[src/rtl/rv32i_types.sv]
// Shared RV32I load/store encodings and LSU state type, plus small width-decode helpers.
package rv32i_types;

  typedef enum logic [1:0] {
    IDLE = 2'd0,
    REQ  = 2'd1,
    DONE = 2'd2
  } lsu_state_t;

  typedef enum logic [2:0] {
    lb  = 3'b000,
    lh  = 3'b001,
    lw  = 3'b010,
    lbu = 3'b100,
    lhu = 3'b101
  } load_funct3_t;

  typedef enum logic [2:0] {
    sb = 3'b000,
    sh = 3'b001,
    sw = 3'b010
  } store_funct3_t;

  // funct3[1:0] encodes access width for both loads and stores: 00 byte, 01 half, 10 word.
  function automatic logic lsu_fault(input logic ld, input logic st,
                                     input logic [2:0] f3, input logic [1:0] off);
    logic bad_code;
    bad_code = 1'b0;
    if (ld) begin
      case (f3)
        lb, lh, lw, lbu, lhu: bad_code = 1'b0;
        default:              bad_code = 1'b1;
      endcase
    end else begin
      case (f3)
        sb, sh, sw: bad_code = 1'b0;
        default:    bad_code = 1'b1;
      endcase
    end
    return (ld == st) || bad_code ||
           ((f3[1:0] == 2'b01) && off[0]) ||
           ((f3[1:0] == 2'b10) && (off != 2'b00));
  endfunction

  function automatic logic [3:0] lane_enables(input logic [2:0] f3, input logic [1:0] off);
    case (f3[1:0])
      2'b00:   return 4'b0001 << off;
      2'b01:   return 4'b0011 << off;
      default: return 4'b1111;
    endcase
  endfunction

endpackage

[src/rtl/load_aligner.sv]
// Selects the addressed lane of a D-cache read word and sign/zero-extends it per load width.
module load_aligner
  import rv32i_types::*;
(
  input  logic [31:0] rdata,
  input  logic [2:0]  funct3,
  input  logic [1:0]  offset,
  output logic [31:0] result
);

  logic [31:0] lane;
  assign lane = rdata >> {offset, 3'b000};

  always_comb begin
    result = '0;
    case (funct3)
      lb:      result = {{24{lane[7]}}, lane[7:0]};
      lh:      result = {{16{lane[15]}}, lane[15:0]};
      lw:      result = rdata;
      lbu:     result = {24'h0, lane[7:0]};
      lhu:     result = {16'h0, lane[15:0]};
      default: result = '0;
    endcase
  end

endmodule

[src/rtl/load_store_unit.sv]
// RV32I load/store unit: captures one request, runs a single D-cache transaction, pulses done.
module load_store_unit
  import rv32i_types::*;
#(
  parameter int unsigned MAX_WAIT = 255
) (
  input  logic        clk,
  input  logic        rst,
  input  logic        req_valid,
  output logic        req_ready,
  input  logic        is_load,
  input  logic        is_store,
  input  logic [2:0]  funct3,
  input  logic [31:0] addr,
  input  logic [31:0] store_data,
  output logic        done,
  output logic [31:0] load_data,
  output logic        fault,
  output logic        wait_timeout,
  output logic        d_mem_read,
  output logic        d_mem_write,
  output logic [31:0] d_mem_address,
  output logic [3:0]  d_mem_byte_en,
  output logic [31:0] d_mem_wdata,
  input  logic        d_mem_resp,
  input  logic [31:0] d_mem_rdata,
  output logic [1:0]  state_dbg
);

  localparam int CW = $clog2(MAX_WAIT + 1);

  lsu_state_t  state;
  logic        r_is_load;
  logic        r_is_store;
  logic [2:0]  r_funct3;
  logic [31:0] r_addr;
  logic [31:0] r_store_data;
  logic [CW-1:0] wait_cnt;
  logic [31:0] aligned;

  // Handshake: a request transfers on a rising edge where req_valid && req_ready.
  // req_ready is gated by rst so nothing is accepted while reset is held.
  assign req_ready = (state == IDLE) && !rst;
  assign state_dbg = state;

  // Strobes follow the state register directly, so an async reset drops them immediately.
  assign d_mem_read    = (state == REQ) && r_is_load;
  assign d_mem_write   = (state == REQ) && r_is_store;
  assign d_mem_address = {r_addr[31:2], 2'b00};
  assign d_mem_byte_en = lane_enables(r_funct3, r_addr[1:0]);

  always_comb begin
    d_mem_wdata = r_store_data;
    case (r_funct3[1:0])
      2'b00:   d_mem_wdata = {4{r_store_data[7:0]}};
      2'b01:   d_mem_wdata = {2{r_store_data[15:0]}};
      default: d_mem_wdata = r_store_data;
    endcase
  end

  load_aligner u_load_aligner (
    .rdata  (d_mem_rdata),
    .funct3 (r_funct3),
    .offset (r_addr[1:0]),
    .result (aligned)
  );

  always_ff @(posedge clk or posedge rst) begin
    if (rst) begin
      state        <= IDLE;
      r_is_load    <= 1'b0;
      r_is_store   <= 1'b0;
      r_funct3     <= '0;
      r_addr       <= '0;
      r_store_data <= '0;
      wait_cnt     <= '0;
      wait_timeout <= 1'b0;
      done         <= 1'b0;
      fault        <= 1'b0;
      load_data    <= '0;
    end else begin
      case (state)
        IDLE: begin
          if (req_valid) begin
            r_is_load    <= is_load;
            r_is_store   <= is_store;
            r_funct3     <= funct3;
            r_addr       <= addr;
            r_store_data <= store_data;
            if (lsu_fault(is_load, is_store, funct3, addr[1:0])) begin
              state     <= DONE;
              done      <= 1'b1;
              fault     <= 1'b1;
              load_data <= '0;
            end else begin
              state    <= REQ;
              wait_cnt <= '0;
            end
          end
        end
        REQ: begin
          if (d_mem_resp) begin
            state     <= DONE;
            done      <= 1'b1;
            load_data <= r_is_load ? aligned : 32'h0;
          end else if (wait_cnt != CW'(MAX_WAIT)) begin
            wait_cnt <= wait_cnt + 1'b1;
            if (wait_cnt == CW'(MAX_WAIT - 1)) wait_timeout <= 1'b1;
          end
        end
        DONE: begin
          state     <= IDLE;
          done      <= 1'b0;
          fault     <= 1'b0;
          load_data <= '0;
        end
        default: state <= IDLE;
      endcase
    end
  end

endmodule

[config.mk]
export PLATFORM = sky130hd
export DESIGN_NAME = load_store_unit
export DESIGN_NICKNAME = d
export VERILOG_FILES = /design/src/rtl/rv32i_types.sv /design/src/rtl/load_aligner.sv /design/src/rtl/load_store_unit.sv
export SDC_FILE = /design/constraint.sdc
export NUM_CORES = 1
export LEC_CHECK = 0
export ABC_AREA = 1
export BUFFER_PORTS_ARGS = -buffer_cell sky130_fd_sc_hd__clkbuf_2
export CELL_PAD_IN_SITES_DETAIL_PLACEMENT = 0
export CELL_PAD_IN_SITES_GLOBAL_PLACEMENT = 1
export CORE_ASPECT_RATIO = 0.8
export CORE_UTILIZATION = 37
export CTS_BUF_LIST = sky130_fd_sc_hd__clkbuf_2 sky130_fd_sc_hd__clkbuf_4 sky130_fd_sc_hd__clkbuf_8
export CTS_CLUSTER_DIAMETER = 40
export DETAILED_ROUTE_END_ITERATION = 8
export PLACE_DENSITY = 0.82
export SYNTH_ARGS = -nofsm -noshare
export SYNTH_HDL_FRONTEND = slang
export SYNTH_HIERARCHICAL = 1
export SYNTH_SLANG_ARGS = --single-unit
[constraint.sdc]
create_clock -name clk -period 3.4 [get_ports clk]
set_input_delay 0 -clock clk [delete_from_list [all_inputs] [get_ports clk]]
set_output_delay 0 -clock clk [all_outputs]
set_load 0.005 [all_outputs]
# Yosys cells after proc, flatten, opt, wreduce, memory -nomap -nowiden
# Index checks and enable logic that the tools add are counted.
word_totals:
  ff_bits: 114
  input_bits: 105
  wordCells: 90
classes:
  addsub: 1
  n_eq_ne: 22
  shift: 3
  mux: 27
  bitwise_logic: 1
  reduce_logical: 25
ops:
  columns: ["op", "count"]
  rows:
  - ["case mux 32 bit (5 select lines)", 1]
  - ["two-way mux 32 bit", 4]
  - ["case mux 32 bit (3 select lines)", 1]
  - ["case mux 32 bit (2 select lines)", 1]
  - ["two-way mux 8 bit", 4]
  - [">> shifter 32 x 5 -> 16 bit", 1]
  - ["case mux 8 bit (2 select lines)", 1]
  - ["equality test 3 bit (second input constant)", 4]
  - ["adder 8 x 1 -> 8 bit (second input constant)", 1]
  - ["equality test 8 bit (second input constant)", 1]
  - ["two-way mux 1 bit", 8]
  - ["inequality test 2 bit (second input constant)", 4]
  - ["inequality test 8 bit (second input constant)", 1]
  - ["case mux 4 bit (2 select lines)", 1]
  - ["AND reduction 4 bit", 2]
  - ["equality test 2 x 1 -> 1 bit (second input constant)", 3]
  - ["equality test 3 x 1 -> 1 bit (second input constant)", 2]
  - ["equality test 3 x 2 -> 1 bit (second input constant)", 2]
  - ["logical NOT 3 bit", 2]
  - ["two-way mux 2 bit", 3]
  - ["nonzero test 2 bit", 3]
  - ["logical AND 1 bit", 5]
  - ["AND reduction 5 bit", 1]
  - ["OR reduction 5 bit", 1]
  - ["16 further kinds", 22]

# Logic depth before layout (Yosys ltp)
# Gate-level depths: netlist of run 1.
logic_depth:
  ltp_word: 12
  mapped_depth: 12
  ltp_nobuf: 10

# Cells and area by module
# Netlist of run 1, hierarchy kept.
modules_own_cells:
  columns: ["mod", "instances", "cells_each", "area_per_inst_um2", "seq_area_each_um2"]
  rows:
  - ["load_store_unit", 1, 729, 5636.7, 2852.7]
  - ["load_aligner", 1, 221, 1028.5, 0.0]

# Least setup slack after synthesis of run 1
# OpenSTA, ideal clock, no wires.
synth_path:
  path_kind: "register to register"
  start: "reg r_addr[0]"
  end: "reg load_data[0]"
  setup_time_ps: 67
  arrival_ps: 1444
  t_required_ps: 3333
  setup_slack_ps: 1889
  path_stages_with_launch: 12
  path_buffers: 2
  period_less_slack_ps: 1511
  cell_sequence: "dfrtp_1 buf_6 buf_4 o21ai_0 nand2_1 nand2_1 nand2_1 nand2_1 nand2_1 nor2_1 nand4_1 nand2_1"
synth_via:
  elab_chain_cells: 5
synth_rtl:
  columns: ["element", "line_no", "rtl"]
  rows:
  - ["from (decl)", "load_store_unit.sv:36", "logic [31:0] r_addr;"]
  - ["from (signal assigned)", "load_store_unit.sv:88", "r_addr <= addr;"]
  - [">> shifter 32 x 5 -> 16 bit", "load_aligner.sv:12", "assign lane = rdata >> {offset, 3'b000};"]
  - ["case mux 32 bit (5 select lines)", "load_aligner.sv:16", "case (funct3)"]
  - ["named net aligned[0]", "load_store_unit.sv:39", "logic [31:0] aligned;"]
  - ["two-way mux 32 bit", "load_store_unit.sv:105", "load_data <= r_is_load ? aligned : 32'h0;"]
  - ["two-way mux 32 bit", "load_store_unit.sv:102", "if (d_mem_resp) begin"]
  - ["case mux 32 bit (3 select lines)", "load_store_unit.sv:82", "case (state)"]
  - ["to (signal assigned)", "load_store_unit.sv:105", null]
  - ["to (decl)", "load_store_unit.sv:17", "output logic [31:0] load_data,"]
# The timed path passes the listed nets, and every way through them passes these cells. The select of a mux whose other input is x is not followed.
# A chain may end at the register's enable or synchronous reset.

# Worst setup path after layout of run 1
layout_path:
  start: "reg r_funct3[1]"
  end: "out d_mem_wdata[25]"
layout_via:
  elab_chain_cells: 2
  elab_cells_between_ends: 3
layout_rtl:
  columns: ["element", "line_no", "rtl"]
  rows:
  - ["from (decl)", "load_store_unit.sv:35", "logic [2:0] r_funct3;"]
  - ["from (signal assigned)", "load_store_unit.sv:87", "r_funct3 <= funct3;"]
  - ["equality test 2 x 1 -> 1 bit or logical NOT 2 bit (tied branches)", "load_store_unit.sv:54", "case (r_funct3[1:0])"]
  - ["case mux 32 bit (2 select lines) (*)", "load_store_unit.sv:54", null]
  - ["to (decl)", "load_store_unit.sv:24", "output logic [31:0] d_mem_wdata,"]
# Mark *: on every way between the ends. The rest lies on a longest branch, timed or not.

==> reports/results.md, run 1 <==
- load_data[27] — destination of the worst register-to-register timing path
- 1.26 ns — reg2reg setup slack
- sky130_fd_sc_hd__clkbuf_8 — clock root buffer
- d_mem_wdata[25] — end point of the critical path
- 33000 um — global-route wire length before repair
- 5 — number of cells on the critical path
- 67.9% — period utilization
- 2 — worst path buffer plus inverter count
- input pin to flip-flop — type of the most critical hold path
- flip-flop — sort of element at the start of the critical path
- 950 — synthesized instance count
- 0 — number of failing hold endpoints at the final stage
- 30 — count of unique library cells instantiated by Yosys
- 7.02 um^2 — syn avg cell area
- 2.31 ns — time the final worst path needs with I/O delays and setup
- 13600 um — post-detailed-placement half-perimeter wirelength
- buf_4 -> nor2_1 -> nand2_1 -> o211ai_1 -> clkbuf_2 — CP Cell Sequence
- 1280 um — routed wl met3
- 6639 — Vias
- 0 — post-route antenna net violation count
- 9 — reg2reg path depth
- finished, violations left — result of the run
- 30.6% — Synth-to-Final Area Change
- 3.40 ns — required time of the worst setup path
- 0.72 ns — longest individual stage delay on the worst path
- met4 — highest routed metal layer
- r_funct3[1] — timing startpoint of the critical path
- simple AND/OR/NAND/NOR gates — Worst path top cell family by delay
- 0.0175 mm^2 — core outline area
- 0.0186 mm^2 — area enclosed by the die boundary
- 24.1% — fraction of final layout cells sized beyond drive strength 1
- 14.4 um — detail-routed net length per standard cell
- 0.952 ns — Slew @ Worst Pin
- 20300 um — detailed-route wire length
- 0 — max-slew violation count
- 0.00285 mm^2 — area occupied by registers
- 17 — total CTS buffers
- 4.84 nW — leakage power of the design
- 6 — yosys synthesis warning count
- 8 — First-pass DRT Iterations
- 43 — number of placement rows
- 422 uV — worst-case vdd ir drop
- 0.00300 mm^2 — multi-input combinational cell area
- 42.8% — Yosys top cell area share
- 2 — Clock Path Buffers
- 9370 um — total length of routed met2 wires
- 0.0309 ns — minimum hold slack
- 36.5% — max-slew headroom at the worst pin
- 0 — number of diodes
- 122 um — floorplan die height
- built — clock tree from TritonCTS
- 0.920 — global placer's final weighted congestion
- 213 — Top-Level Pins
- 210 — number of port buffers
- 100% — ys async rst share
- 1.09 ns — worst setup margin
- 412 — violation count after the first detailed-route iteration
- 114 — flip-flop and latch count after synthesis
- 0 — # resized after CTS
- 6373 — number of global-route vias before repair
- sky130_fd_sc_hd__nor2_1 — Crit-path slowest cell
- 0.07 ns — register clock-pin slew on the reported worst setup and hold paths
- 1.27 ns — worst slack at placement
- 42.8% — part of the Yosys area used for sequential elements
- 0.44 ns — worst-skew pair later-pin latency
- 2.31 ns — Worst EP arrival
- 114 — clock net sink count
- 4 — count of H-tree levels built during CTS
- 4.71 — vias per inst
- 0 — number of max-capacitance violations reported
- 1772 — FILL cells
- sky130_fd_sc_hd__dfrtp_1 — top cell type by total area after synthesis
- 1280 — fin nets
- 9540 um — wire length on met1
- DRC — failing checks
- 0 — Post-synth EDFFs
- sky130_fd_sc_hd__nand2_1 (462), sky130_fd_sc_hd__dfrtp_1 (114), sky130_fd_sc_hd__nor2_1 (67) — most frequent cells after synthesis
- sky130_fd_sc_hd__nand2_1 — cell with the most instances after synthesis
- 27 — highest net fanout along the worst path
- 0 — count of endpoints failing setup in the final report
- 433 MHz — achievable clock frequency
- false — RSZ-0062 raised after global routing
- 38.1% — starting density of the core
- 152 um — die span in x
- sky130_fd_sc_hd__dfrtp_1 (43%), sky130_fd_sc_hd__nand2_1 (26%), sky130_fd_sc_hd__buf_4 (5.5%), sky130_fd_sc_hd__nor2_1 (3.8%), sky130_fd_sc_hd__o21ai_0 (3.5%) — largest cells by area after synthesis
- 23 — number of remaining DRC errors
- sky130_fd_sc_hd__dfrtp_1 — top_reg_cell synth
- 73 — maximum number of pins on one net before global-route repair
- 781 mW/mm^2 — ratio of total power to cell area
- r_addr[0] — start of the worst register-to-register path
- 0 ns — accumulated negative setup slack
- flip-flop to output port — Setup Crit Path Kind
- 22.7% — overall routing resource usage
- 0.00809 ns — final setup skew
- output port — critical path capture point type
- 0 — overflow left after global routing
- 0 — number of antenna violations at the first check in global routing
- 0.00667 mm^2 — Syn Std Cell Area
[worst min-delay path, stage by stage]
cell	delay, ns
sky130_fd_sc_hd__clkbuf_2	0.09
sky130_fd_sc_hd__nand2_1	0.06
sky130_fd_sc_hd__nand2_1	0.06
sky130_fd_sc_hd__nand2_1	0.06
sky130_fd_sc_hd__nor2_1	0.04
sky130_fd_sc_hd__nand4_1	0.07
sky130_fd_sc_hd__nand2_1	0.05
[what timing repair did]
action / in CTS / in global routing
hold buffers: 73 / 0
endpoints found under the hold margin: 145 / 0
setup buffers: 0 / 0
[registers in the layout, summed over array words and instances (netlist names)]
register,flops
load_data,32
r_addr,32
r_store_data,32
wait_cnt,8
r_funct3,3
state_dbg,2
done,1
fault,1
r_is_load,1
r_is_store,1
wait_timeout,1
[per-layer routing]
| metal | vias to the layer above | global-route usage (%) |
|---|---|---|
| met5 | - | 0 |
| met4 | 0 | 5.23 |
| met3 | 8 | 5.80 |
| met2 | 221 | 37.9 |
| met1 | 3036 | 29.7 |
| li1 | 3374 | - |
[worst min-delay path by stage]
stage                    from            to  slack, ns  cells after the start
2_1_floorplan             rst     req_ready       0.03                      1
3_3_place_gp          addr[5]     r_addr[5]       0.20                      3
3_5_place_dp         addr[23]    r_addr[23]       0.20                      3
4_1_cts        d_mem_rdata[5]  load_data[5]      0.008                      7
6_report       d_mem_rdata[5]  load_data[5]       0.03                      7
5_1_grt        d_mem_rdata[5]  load_data[5]       0.06                      7
[report_power, final]
part	leakage, nW	switching (mW)	internal [mW]
Sequential	1.47	0.360	1.81
Clock	0.227	0.641	0.881
Combinational	3.14	1.95	1.16
[cell families after synthesis]
kind of cell             count (synthesis)  share of synthesized area (%)
AND/OR/NAND/NOR                        625                           39.3
buffers and inverters                  147                           12.3
flip-flops                             114                           42.8
AO/OA/AOI/OAI                           59                           4.90
XOR/XNOR                                 2                          0.263
adder cells (fa/ha/maj)                  2                          0.375
other                                    1                         0.0563
[per-stage QoR]
| step | area, um^2 | cells | util (%) | power, mW |
|---|---|---|---|---|
| 2_1_floorplan | 6670 | 951 | - | 4.46 |
| 3_3_place_gp | 7510 | 1306 | 42.9 | 5.22 |
| 3_5_place_dp | 7510 | 1306 | 42.9 | 5.24 |
| 4_1_cts | 8700 | 1411 | 49.8 | 6.86 |
| 5_1_grt | 8700 | 1411 | 49.8 | 7.38 |
| 6_report | 8700 | 1411 | 49.8 | 6.80 |
[layout make-up]
type | count | area share (%)
clock buffers | 17 | 2.69
clock inverters | 15 | 2.66
inverters | 56 | 2.47
multi-input cells | 690 | 34.5
flip-flops and latches | 114 | 32.8
well taps | 225 | 3.23
repair buffers | 294 | 21.7
[cell usage in the layout (no fill, tap or decap)]
| cell type | Yosys | final |
|---|---|---|
| sky130_fd_sc_hd__nand2_4 | 1 | 1 |
| sky130_fd_sc_hd__o211ai_1 | 9 | 9 |
| sky130_fd_sc_hd__dlygate4sd3_1 | 0 | 73 |
| sky130_fd_sc_hd__nor2_4 | 1 | 1 |
| sky130_fd_sc_hd__nand2_2 | 4 | 5 |
| sky130_fd_sc_hd__nor2_2 | 2 | 2 |
| sky130_fd_sc_hd__o21ai_0 | 47 | 47 |
| sky130_fd_sc_hd__inv_2 | 5 | 6 |
| sky130_fd_sc_hd__buf_12 | 0 | 2 |
| sky130_fd_sc_hd__inv_4 | 1 | 2 |
| sky130_fd_sc_hd__xnor2_1 | 1 | 1 |
| sky130_fd_sc_hd__ha_1 | 2 | 2 |
| sky130_fd_sc_hd__nand4_1 | 34 | 34 |
| sky130_fd_sc_hd__nor3_1 | 1 | 1 |
| sky130_fd_sc_hd__nand3_4 | 2 | 2 |
| sky130_fd_sc_hd__clkbuf_2 | 0 | 210 |
| sky130_fd_sc_hd__buf_4 | 49 | 9 |
| sky130_fd_sc_hd__o21bai_1 | 2 | 2 |
| sky130_fd_sc_hd__nor2_1 | 67 | 67 |
| sky130_fd_sc_hd__conb_1 | 1 | 2 |
| sky130_fd_sc_hd__bufinv_16 | 0 | 5 |
| sky130_fd_sc_hd__inv_1 | 50 | 48 |
| sky130_fd_sc_hd__nand3_2 | 12 | 12 |
| sky130_fd_sc_hd__nand3_1 | 37 | 37 |
| sky130_fd_sc_hd__nand2_1 | 462 | 461 |
| sky130_fd_sc_hd__nor3_2 | 1 | 1 |
| sky130_fd_sc_hd__o21ai_2 | 1 | 1 |
| sky130_fd_sc_hd__inv_6 | 0 | 2 |
| sky130_fd_sc_hd__clkinv_4 | 0 | 5 |
| sky130_fd_sc_hd__clkinv_2 | 0 | 1 |
| sky130_fd_sc_hd__clkinvlp_4 | 0 | 2 |
| sky130_fd_sc_hd__xor2_1 | 1 | 1 |
| sky130_fd_sc_hd__clkbuf_8 | 0 | 17 |
| sky130_fd_sc_hd__nor3b_1 | 1 | 1 |
| sky130_fd_sc_hd__dfrtp_1 | 114 | 114 |
No activity file was read; power rests on OpenSTA's default activity.
==> inputs of run 2 (changes only) <==
- CORE_UTILIZATION: 37 -> 33
- PLACE_DENSITY: 0.82 -> 0.77
- clock period: 3.4 -> 2.1 ns (I/O delays scaled with it)
==> run 2 against run 1 <==
  * The run now ends clean
  * First-iteration DRC count is 9.5% lower
  * Routed wire length increased by 3.3%
  * Final cell count grew 2.9%
  * Die area is 12% higher
  * Core utilization shrank 5.6 points
  * Setup slack got worse by 0.85 ns
  * Sequential power increased by 59%
==> reports/results.md, run 2 (synthesis gave the netlist of run 1 again) <==
- 0 — number of diodes
- input pin to flip-flop — type of the most critical hold path
- 0.822 — global placer's final weighted congestion
- 20.7% — overall routing resource usage
- 5 — First-pass DRT Iterations
- sky130_fd_sc_hd__clkbuf_8 — clock root buffer
- 0 — overflow left after global routing
- built — clock tree from TritonCTS
- flip-flop — sort of element at the start of the critical path
- 0 ns — accumulated negative setup slack
- 0 — post-route antenna net violation count
- 161 um — die span in x
- 44.2% — final design utilization
- 0 — count of endpoints failing setup in the final report
- 0 — number of max-capacitance violations reported
- load_data (32), r_addr (32), r_store_data (32) — registers with the most flip-flops
- output port — critical path capture point type
- 2 — Clock Path Buffers
- 686 uV — worst-case vdd ir drop
- sky130_fd_sc_hd__inv_1 — cell occurring most often along the worst timing path
- sky130_fd_sc_hd__dfrtp_1 — Crit-path slowest cell
- 2.10 ns — required time of the worst setup path
- 60.7% — max-slew headroom at the worst pin
- 0.00764 mm^2 — Area after DPL
- 0 — max-slew violation count
- 538 MHz — achievable clock frequency
- 0.44 ns — worst-skew pair later-pin latency
- 14.4 um — detail-routed net length per standard cell
- 0.41 ns — longest individual stage delay on the worst path
- 17 — total CTS buffers
- 1.86 ns — time the final worst path needs with I/O delays and setup
- false — RSZ-0062 raised after global routing
- 31.2% — Synth-to-Final Area Change
- 33700 um — global-route wire length before repair
- 33.7% — starting density of the core
- 4.57 — vias per inst
- 0 — number of failing hold endpoints at the final stage
- 76 — maximum number of pins on one net before global-route repair
- 20900 um — detailed-route wire length
- finished clean — result of the run
- 373 — violation count after the first detailed-route iteration
- 6303 — number of global-route vias before repair
- 4 — count of H-tree levels built during CTS
- 4.85 nW — leakage power of the design
- 6630 — Vias
- flip-flop to output port — Setup Crit Path Kind
- 0.0113 ns — final setup skew
- 213 — Top-Level Pins
- 14500 um — post-detailed-placement half-perimeter wirelength
- buf_6 -> inv_1 -> nand2_2 -> inv_1 -> nor2_1 -> o21ai_0 -> clkbuf_2 — CP Cell Sequence
- 129 um — floorplan die height
- 0.0198 mm^2 — core outline area
- 0.0208 mm^2 — area enclosed by the die boundary
- 1230 mW/mm^2 — ratio of total power to cell area
- 0.589 ns — Slew @ Worst Pin
- 0 — number of antenna violations at the first check in global routing
- sky130_fd_sc_hd__nand2_1 (460), sky130_fd_sc_hd__clkbuf_2 (210), sky130_fd_sc_hd__dfrtp_1 (114) — top library cells by usage in the layout, fill and taps aside
- 0 — post-CTS setup repair buffer count
- 88.6% — period utilization
- 114 — clock net sink count
- 46 — number of placement rows
- 210 — number of port buffers
- 1284 — fin nets
- 1.86 ns — Worst EP arrival
- 0.00875 mm^2 — post-route cell area
- 0.07 ns — register clock-pin slew on the reported worst setup and hold paths
- 24.5% — fraction of final layout cells sized beyond drive strength 1
- 0 — number of remaining DRC errors
- 27 — highest net fanout along the worst path
- sky130_fd_sc_hd__nand2_1 — most common library cell in the layout ignoring fill and taps
==> run 2: what timing repair did <==
| item | CTS | global route |
|---|---|---|
| endpoints found under the hold margin | 186 | 0 |
| hold buffers | 71 | 0 |
| setup endpoints to repair | 3 | 3 |
| resized for setup | 1 | 1 |
==> run 2: where the power goes <==
part	internal [mW]	switching, mW
Clock	1.18	0.940
Combinational	1.96	3.25
Sequential	2.94	0.520
==> run 2: through the flow <==
stage | instances | power [mW] | hold slack (ns) | setup slack [ns]
final | 1452 | 10.8 | 0.0317 | 0.240
after global placement | 1351 | 8.59 | -0.0822 | 0.420
after floorplan | 951 | 7.22 | 0.0311 | 0.589
after CTS | 1452 | 10.9 | 0.00678 | 0.0791
after detailed placement | 1351 | 8.63 | -0.0782 | 0.393
after global routing | 1452 | 11.8 | 0.00866 | 0.0174
==> run 2: per-layer routing <==
layer / vias up / wire, um / track usage (%)
met1: 3018 / 9880 / 27.7
met3: 14 / 1480 / 6.18
li1: 3379 / - / -
met4: 0 / 149 / 4.33
met2: 219 / 9440 / 33.0
met5: - / 0 / 0
==> run 2: layout make-up <==
class / count / area [um^2]
Sequential cell: 114 / 2850
Multi-Input combinational cell: 690 / 3000
Fill cell: 2133 / 11100
Clock inverter: 11 / 140
Tap cell: 264 / 330
Timing Repair Buffer: 298 / 1960
Inverter: 56 / 216
Clock buffer: 19 / 249
==> run 2: critical path: cells and delay by family, from the launching register on <==
kind,cells,cell delay [ns]
simple gates,2,0.33
flops,1,0.41
buf+inv,4,0.61
compound gates,1,0.09
==> run 2: worst paths after layout <==
path | from | end | slack [ns] | cells after the start
max in group asynchronous | rst | r_store_data[8] | 1.43 | 4
worst max register to register | r_addr[0] | load_data[8] | 0.37 | 9
worst min-delay path | d_mem_rdata[2] | load_data[2] | 0.03 | 7
min in group asynchronous | rst | done | 0.04 | 3
worst min register to register | load_data[20] | load_data[20] | 0.47 | 2
worst max-delay path | r_funct3[1] | d_mem_byte_en[3] | 0.24 | 7
==> inputs of run 3 (changes only) <==
- CORE_ASPECT_RATIO: 0.8 -> 1.5
- CORE_UTILIZATION: 33 -> 32
- CTS_BUF_LIST: sky130_fd_sc_hd__clkbuf_2 sky130_fd_sc_hd__clkbuf_4 sky130_fd_sc_hd__clkbuf_8 -> unset
- PLACE_DENSITY: 0.77 -> 0.75
==> run 3 against run 2 <==
  * Core utilization fell by 0.18 points
  * Sequential power barely moved
  * Setup slack got worse by 0.057 ns
  * Final cell count rose by 0.28%
  * Register-to-register slack got worse by 0.05 ns
  * Clock-buffer cell count fell by 2
  * First-iteration DRC count rose by 4.6%
  * Hold slack got worse by 0.013 ns
  * Maximum frequency fell by 3.0%
  * Combinational power barely moved
  * Critical path type unchanged
  * Critical endpoint is now d_mem_byte_en[1]
  * Largest cell class unchanged
==> reports/results.md, run 3 (synthesis gave the netlist of run 1 again) <==
- finished clean — result of the run
- 24.7% — fraction of final layout cells sized beyond drive strength 1
- 114 — clock net sink count
- 14.2 um — detail-routed net length per standard cell
- 179 um — floorplan die height
- sky130_fd_sc_hd__nand2_1 — most common library cell in the layout ignoring fill and taps
- 0 — post-route antenna net violation count
- 0 — max-slew violation count
- 62.1% — max-slew headroom at the worst pin
- sky130_fd_sc_hd__nand2_1 (460), sky130_fd_sc_hd__clkbuf_2 (210), sky130_fd_sc_hd__dfrtp_1 (114) — top library cells by usage in the layout, fill and taps aside
- 4 — First-pass DRT Iterations
- 1352 — number of cells in the design after placement
- 522 MHz — achievable clock frequency
- 555 uV — worst-case vdd ir drop
- 34.8% — Synth-to-Final Area Change
- 120 um — die span in x
- 2.10 ns — required time of the worst setup path
- 0 — number of remaining DRC errors
- 4.57 — vias per inst
- 1456 — Cell Count, Final, Fillers Out
- output port — critical path capture point type
- 17 — total CTS buffers
- 0 — overflow left after global routing
- 0 — number of diodes
- 0.568 ns — Slew @ Worst Pin
- 0.335 ns — worst slack at placement
- 0.0214 mm^2 — area enclosed by the die boundary
- 0.06 ns — register clock-pin slew on the reported worst setup and hold paths
- 20700 um — detailed-route wire length
- false — RSZ-0062 raised after global routing
- 390 — violation count after the first detailed-route iteration
- 0.0204 mm^2 — core outline area
- 0 — number of max-capacitance violations reported
- 1286 — fin nets
- 0 — count of endpoints failing setup in the final report
- 6659 — Vias
- 0 — post-CTS setup repair buffer count
- 27 — highest net fanout along the worst path
- 210 — number of port buffers
- 0 ns — accumulated negative setup slack
- 1.92 ns — Worst EP arrival
- 20.2% — overall routing resource usage
- 1310 mW/mm^2 — ratio of total power to cell area
- 0 — number of antenna violations at the first check in global routing
- input pin to flip-flop — type of the most critical hold path
- 2161 — FILL cells
- 0.0186 ns — minimum hold slack
- 2 — Clock Path Buffers
- 0.42 ns — worst-skew pair later-pin latency
- sky130_fd_sc_hd__clkbuf_16 — clock root buffer
- 0.00300 mm^2 — multi-input combinational cell area
- load_data (32), r_addr (32), r_store_data (32) — registers with the most flip-flops
- 0.00285 mm^2 — area occupied by registers
- 91.3% — period utilization
- 11.8 mW — total power draw
- 0 — number of failing hold endpoints at the final stage
- 1.92 ns — time the final worst path needs with I/O delays and setup
- 71 — maximum number of pins on one net before global-route repair
- 4 — count of H-tree levels built during CTS
- 33500 um — global-route wire length before repair
- flip-flop — sort of element at the start of the critical path
- 0.843 — global placer's final weighted congestion
- 213 — Top-Level Pins
- 32.6% — starting density of the core
- built — clock tree from TritonCTS
- flip-flop to output port — Setup Crit Path Kind
- 6558 — number of global-route vias before repair
- 0.00886 ns — final setup skew
- 64 — number of placement rows
- 0.183 ns — worst setup margin
- 4.95 nW — leakage power of the design
- 14700 um — post-detailed-placement half-perimeter wirelength
run 3: changes by cell type in the layout (fill, tap and decap cells not counted):
cell / delta
sky130_fd_sc_hd__clkinv_4: +1
sky130_fd_sc_hd__clkbuf_16: +17
sky130_fd_sc_hd__buf_12: -1
sky130_fd_sc_hd__clkbuf_4: -2
sky130_fd_sc_hd__buf_4: +2
sky130_fd_sc_hd__clkinv_2: -4
sky130_fd_sc_hd__inv_8: +2
sky130_fd_sc_hd__dlygate4sd3_1: +1
sky130_fd_sc_hd__clkbuf_8: -17
sky130_fd_sc_hd__inv_6: +5
run 3: final cells by class:
type                       count  area share [%]
clock buffer                  17            4.74
tap                          264            3.68
inverter                      56            2.41
multi-input combinational    690            33.4
sequential                   114            31.8
clock inverter                15            2.17
timing repair buffer         300            21.8
run 3: critical path, stage by stage (launching register included):
cell and delay [ns]:
sky130_fd_sc_hd__dfrtp_1 0.39, sky130_fd_sc_hd__buf_6 0.24, sky130_fd_sc_hd__inv_1 0.16, sky130_fd_sc_hd__nand2_2 0.27
sky130_fd_sc_hd__inv_1 0.09, sky130_fd_sc_hd__nor2_1 0.12, sky130_fd_sc_hd__o21ai_0 0.09, sky130_fd_sc_hd__clkbuf_2 0.13
run 3: repair_timing:
item                       in CTS  in global routing
hold endpoints to repair      187                  0
hold buffers                   72                  0
cloned                          0                  0
setup endpoints to repair       4                  2
gates resized for setup         1                  1
run 3: metal layers:
| metal | vias to the layer above | part of all wire, % | wire length, um | GRT usage (%) |
|---|---|---|---|---|
| met4 | 0 | 3.8 | 798 | 10.6 |
| li1 | 3383 | - | - | - |
| met3 | 40 | 4.6 | 944 | 4.55 |
| met2 | 192 | 52 | 10900 | 37.2 |
| met5 | - | 0 | 0 | 0 |
| met1 | 3044 | 39 | 8140 | 21.2 |
run 3: path summary, 6_finish.rpt:
check	startpoint	end	slack, ns	cells past startpoint
setup / recovery	r_funct3[1]	d_mem_byte_en[1]	0.18	7
hold / removal	d_mem_rdata[6]	load_data[6]	0.02	7
setup reg to reg	r_addr[0]	load_data[28]	0.32	10
hold reg to reg	load_data[27]	load_data[27]	0.47	2
max in group asynchronous	rst	r_store_data[5]	1.33	4
min in group asynchronous	rst	r_addr[11]	0.28	4
run 3: through the flow:
stage / utilization, % / area, um^2
6_report: 44.0 / 8980
5_1_grt: 44.0 / 8980
4_1_cts: 44.0 / 8980
3_5_place_dp: 37.4 / 7640
3_3_place_gp: 37.4 / 7640
2_1_floorplan: - / 6670
run 3: power by group:
| part | switching, mW | internal, mW | leakage, nW | total, mW |
|---|---|---|---|---|
| clock | 1.20 | 1.90 | 0.303 | 3.10 |
| sequential | 0.515 | 2.94 | 1.47 | 3.46 |
| combinational | 3.23 | 1.98 | 3.18 | 5.21 |
